**config.mk**
```make
export PLATFORM = sky130hd
export DESIGN_NAME = mem_copy_engine
export DESIGN_NICKNAME = d
export VERILOG_FILES = /design/src/rtl/mem_copy_pkg.sv /design/src/rtl/mem_copy_engine.sv
export SDC_FILE = /design/constraint.sdc
export NUM_CORES = 1
export LEC_CHECK = 0
export BUFFER_PORTS_ARGS = -buffer_cell sky130_fd_sc_hd__buf_2
export CORE_ASPECT_RATIO = 0.5
export CORE_UTILIZATION = 35
export CTS_CLUSTER_DIAMETER = 100
export CTS_CLUSTER_SIZE = 12
export DETAILED_ROUTE_END_ITERATION = 7
export PLACE_DENSITY = 0.55
export SKIP_LAST_GASP = 1
export SLEW_MARGIN = 25
export SYNTH_ARGS = -nofsm -noshare
export SYNTH_HDL_FRONTEND = slang
export SYNTH_SLANG_ARGS = --single-unit
```
**constraint.sdc**
```tcl
create_clock -name Clk -period 1.5 [get_ports Clk]
set_input_delay 0.075 -clock Clk [delete_from_list [all_inputs] [get_ports Clk]]
set_output_delay 0.075 -clock Clk [all_outputs]
set_load 0.05 [all_outputs]
```
**src/rtl/mem_copy_pkg.sv**
```systemverilog
// Shared types for mem_copy_engine: FSM state encoding.
package mem_copy_pkg;

  localparam logic [1:0] ST_IDLE  = 2'd0;
  localparam logic [1:0] ST_READ  = 2'd1;
  localparam logic [1:0] ST_WRITE = 2'd2;
  localparam logic [1:0] ST_DONE  = 2'd3;

  typedef enum logic [1:0] {
    IDLE  = ST_IDLE,
    READ  = ST_READ,
    WRITE = ST_WRITE,
    DONE  = ST_DONE
  } state_t;

endpackage

```
**src/rtl/mem_copy_engine.sv**
```systemverilog
// Word-at-a-time memory copy engine: READ/WRITE ping-pong on one shared address port.
// Optional FILL_MODE_EN build adds a constant-fill mode (1 cycle/word, no reads).
module mem_copy_engine
  import mem_copy_pkg::*;
#(
  parameter int W = 8,
  parameter int A = 8
) (
  input  logic         Clk,
  input  logic         Reset,
  input  logic         Start,
  input  logic [A-1:0] SrcAddr,
  input  logic [A-1:0] DstAddr,
  input  logic [A-1:0] Len,
`ifdef FILL_MODE_EN
  input  logic         FillMode,
  input  logic [W-1:0] FillValue,
`endif
  output logic         Busy,
  output logic         Done,
  output logic [A-1:0] DataAddress,
  output logic [W-1:0] DataIn,
  output logic         MemWrite,
  input  logic [W-1:0] DataOut
);

  state_t         state, nxt;
  logic [A-1:0]   src_ptr, dst_ptr, cnt;
  logic [W-1:0]   data_q;
  logic           fill_q;
  logic           fill_start;
  logic [W-1:0]   wr_data;

`ifdef FILL_MODE_EN
  logic [W-1:0] fill_val_q;

  always_ff @(posedge Clk or negedge Reset) begin
    if (!Reset) begin
      fill_q     <= 1'b0;
      fill_val_q <= '0;
    end else if (state == IDLE && Start) begin
      fill_q     <= FillMode;
      fill_val_q <= FillValue;
    end
  end

  assign fill_start = FillMode;
  assign wr_data    = fill_q ? fill_val_q : data_q;
`else
  assign fill_q     = 1'b0;
  assign fill_start = 1'b0;
  assign wr_data    = data_q;
`endif

  always_ff @(posedge Clk or negedge Reset) begin
    if (!Reset) state <= IDLE;
    else        state <= nxt;
  end

  // Pointers wrap naturally at A bits; no overlap correction, copy is strictly ascending.
  always_ff @(posedge Clk or negedge Reset) begin
    if (!Reset) begin
      src_ptr <= '0;
      dst_ptr <= '0;
      cnt     <= '0;
      data_q  <= '0;
    end else begin
      case (state)
        IDLE: if (Start) begin
          src_ptr <= SrcAddr;
          dst_ptr <= DstAddr;
          cnt     <= Len;
        end
        READ:  data_q <= DataOut;
        WRITE: begin
          src_ptr <= src_ptr + 1'b1;
          dst_ptr <= dst_ptr + 1'b1;
          cnt     <= cnt - 1'b1;
        end
        default: ;
      endcase
    end
  end

  always_comb begin
    nxt         = state;
    Busy        = 1'b0;
    Done        = 1'b0;
    MemWrite    = 1'b0;
    DataAddress = '0;
    DataIn      = '0;
    case (state)
      IDLE: if (Start) begin
        if (Len == '0)      nxt = DONE;
        else if (fill_start) nxt = WRITE;
        else                 nxt = READ;
      end
      READ: begin
        Busy        = 1'b1;
        DataAddress = src_ptr;
        nxt         = WRITE;
      end
      WRITE: begin
        Busy        = 1'b1;
        MemWrite    = 1'b1;
        DataAddress = dst_ptr;
        DataIn      = wr_data;
        // cnt==1 means this write is the last one
        if (cnt == {{(A-1){1'b0}}, 1'b1}) nxt = DONE;
        else if (fill_q)                  nxt = WRITE;
        else                              nxt = READ;
      end
      DONE: begin
        Done = 1'b1;
        nxt  = IDLE;
      end
      default: nxt = IDLE;
    endcase
  end

endmodule

```
==> impl_metrics.toml <==
[floorplan]
floorplan.rows = 20
core_area_um2 = 6280
pin_count = 54
die_ht_um = 60.1
start_util_pct = 37.6
dieWidth_um = 118
fp.dieArea_um2 = 7090

[power_and_ir_drop]
sequentialPowerShare_pct = 20.4
post-layout-total-power_mw = 9.68
power_per_cell_area_nw_per_um2 = 2660
power.share.combinational_pct = 68.7
clockPowerShare_pct = 10.9
netSwitchingPower_mw = 4.37
p_sw_share_pct = 45.2
power.ir.vdd_worst_mv = 1.55
internal_power_contribution_mw = 5.31
leakagePower_nw = 1.59

[synthesis]
ys_async_sr_fraction_pct = 100
synth.yosys.seq_area_share_pct = 36.1
synth_top_flop_cell = "sky130_fd_sc_hd__dfrtp_1"
synthDominantCellAreaShare_pct = 36.1
post_synth_edffs = 0
synth_area_leader_cell = "sky130_fd_sc_hd__dfrtp_1"
gate_count_after_technology_mapping = 267
postSynthNetCount = 310
ys_ff_latch = 34
synth-warning-count = 0
synth.area.top_cells = "sky130_fd_sc_hd__dfrtp_1 (36%), sky130_fd_sc_hd__o21ai_0 (4.7%), sky130_fd_sc_hd__ha_1 (4.2%)"
mappedNetlistArea_um2 = 2360
yosys.cell_types.count = 54
syn_area_per_cell_um2 = 8.84

[place]
place_ws_ps = -65.1
place.port_buffers = 53
dp_hpwl_um = 4920
gp_routability_congestion = 0.783
placement.cell_area_um2 = 3040

[clock_network]
cts_sinks = 34
cts.reportedPaths.clkPinSlew_ps = 50
root_buffer = "sky130_fd_sc_hd__clkbuf_16"
max_root_sink_buffers = 2
cts_inserted_buffers = 5
worst_skew_pair.late_latency_ps = 280
htree_levels = 2
cts_tree = "built"

[critical_path]
crit_chain = "ha_4, buf_4, a22oi_2, nor2b_4, buf_6"
critPathCaptureType = "output pin"
reg2reg_depth = 7
cp_launch_type = "flip-flop"
worstPathArrival_ps = 1540
crit_path_largest_cell_delay_ps = 440
critical-path-slowest-cell = "sky130_fd_sc_hd__dfrtp_1"
worst_ep_required_time_ps = 1420
crit_fanout = 8
timing_worst_setup_path_type = "reg -> out"

[routing]
vias = 2432
detailedRoute.firstIterationViolations = 110
routed_wirelength_um = 7210
drt_pass1_iterations = 4
detail-route-antenna-nets = 0
drcViolationCount = 0
wl_per_cell_um = 16.1
routed_via_density = 5.44

[timing]
fin_crit_ps = 1620
unrepaired_setup_endpoints_after_global_routing = "yes"
fin_setup_tns_ps = -1360
post-route-worst-setup-slack_ps = -115
timing.final.max_slew_violations = 0
max_slew.worst_pin.slew_ps = 501
setup_violations = 29
slew-limit-headroom_pct = 66.3
fin_skew_ps = 1.58
layout_worst_path_cycle_share_pct = 108
hold_viol_final = 0
fmax_mhz = 619

[outcome]
failed_checks = "negative setup slack"
outcome = "complete, but fails checks"

[layout]
fin_util_pct = 57.8
layout-area-overhead-vs-synth_pct = 54.0
drive_above_1_share_pct = 51.0
antenna_cells = 0
final_cell_area_um2 = 3630
multi_input_area_um2 = 1640
final_nets = 401
filler_instances = 567
seqCellArea_um2 = 851

[global_routing]
grt-ovfl-total = 0
global_route_wire_length_before_repair_um = 11500
number_of_global_route_vias_before_repair = 2305
number_of_antenna_violations_at_the_first_check_in_global_routing = 0
grt_max_degree = 35
globalRouteTotalUtil_pct = 21.7

[hold_path]
hold_path.class = "in -> reg"
hold_path_depth = 2

[run]
max-cap-violations = 0
[cell families after synthesis]
kind of cell / count (synthesis) / share of synthesized area, %
adders and majority gates: 8 / 4.24
AOI/OAI and AO/OA: 86 / 23.5
and+or+nand+nor: 90 / 21.0
DFF: 34 / 36.1
buffers and inverters: 31 / 6.89
muxes: 18 / 8.27
[worst max-delay path, delay by kind of cell (launching register included)]
kind	cells	cell delay [ps]
AO/OA/AOI/OAI	1	200
adder cells (fa/ha/maj)	1	230
buffers and inverters	2	330
flip-flops	1	440
AND/OR/NAND/NOR	1	60
[timing repair]
item	CTS	global route
pin swaps	8	11
setup endpoints to repair	45	41
setup buffers	6	8
cloned	2	0
hold endpoints to repair	34	0
resized for setup	58	28
hold buffers	1	0
[through the flow]
step                      hold slack (ps)  cells
after floorplan                      -221    267
after detailed placement              152    422
after global placement                146    422
after CTS                            17.9    439
final                                24.0    447
after global routing                 27.6    447
[synthesized netlist by cell type (all sizes together), types with 2 or more instances]
cell type	n
nand2	21
nand3	16
mux2i	9
nand2b	3
a221oi	4
a211oi	3
a21oi	17
or2	2
clkbuf	5
o22ai	10
and3	4
nor2b	7
a21o	2
a21boi	2
inv	8
a22oi	7
nor3	4
o2bb2ai	2
mux2	9
nor3b	3
o21ai	23
nor4b	2
o221ai	3
nor4	2
dfrtp	34
ha	8
nor2	14
and2	8
o21a	4
buf	18
a221o	2
[state kept, by name (all words and copies together), names as in the netlist]
register,flops
data_q,8
state,2
dst_ptr,8
src_ptr,8
cnt,8
[power by group through the flow]
stage               registers [mW]  clock network, mW  logic (mW)
CTS                           1.93               1.08        6.22
floorplan                     1.77                  0        4.17
detailed placement            1.94                  0        5.36
finish                        1.97               1.06        6.65
global route                  2.05               1.12        7.13
global placement              1.92                  0        5.27
[worst paths after layout]
kind                            slack (ps)  startpoint              to
worst max-delay path                  -120    state[1]  DataAddress[5]
worst min-delay path                    20  DataOut[4]       data_q[4]
worst max register to register         -90    state[0]      dst_ptr[7]
worst min register to register         500   data_q[4]       data_q[4]
max in group asynchronous              800       Reset          cnt[4]
min in group asynchronous              370       Reset       data_q[6]
[per-layer routing]
layer	GRT usage (%)	part of all wire, %	vias to the layer above
met5	0	0	-
met4	6.96	1.1	0
met3	5.63	5.5	9
met2	34.9	46	62
met1	28.8	47	1193
li1	-	-	1168
[area by class of cell]
type | instances | area share, %
repair buffers | 106 | 23.2
well taps | 88 | 3.03
clock buffers | 7 | 3.93
clock inverters | 1 | 0.138
multi-input cells | 203 | 45.2
flip-flops and latches | 34 | 23.4
inverters | 8 | 1.03
[cells in the final DEF, fill, tap and decap left out, types with 3 or more instances in the layout]
| master | count |
|---|---|
| sky130_fd_sc_hd__nor2b_4 | 7 |
| sky130_fd_sc_hd__buf_4 | 40 |
| sky130_fd_sc_hd__buf_2 | 35 |
| sky130_fd_sc_hd__buf_6 | 26 |
| sky130_fd_sc_hd__mux2i_1 | 8 |
| sky130_fd_sc_hd__a21oi_1 | 15 |
| sky130_fd_sc_hd__o21ai_0 | 19 |
| sky130_fd_sc_hd__dfrtp_1 | 34 |
| sky130_fd_sc_hd__inv_1 | 4 |
| sky130_fd_sc_hd__and2_2 | 7 |
| sky130_fd_sc_hd__nor3_1 | 3 |
| sky130_fd_sc_hd__clkbuf_16 | 5 |
| sky130_fd_sc_hd__nand2_1 | 18 |
| sky130_fd_sc_hd__o22ai_1 | 7 |
| sky130_fd_sc_hd__ha_4 | 3 |
| sky130_fd_sc_hd__o21a_1 | 4 |
| sky130_fd_sc_hd__nor2_1 | 12 |
| sky130_fd_sc_hd__nand3_1 | 15 |
| sky130_fd_sc_hd__ha_1 | 4 |
| sky130_fd_sc_hd__inv_2 | 3 |
| sky130_fd_sc_hd__buf_8 | 3 |
| sky130_fd_sc_hd__o21ai_1 | 4 |
| sky130_fd_sc_hd__o221ai_1 | 3 |
| sky130_fd_sc_hd__a22oi_2 | 7 |
| sky130_fd_sc_hd__mux2_2 | 8 |
Note: power is estimated with default switching activity, not from simulation.
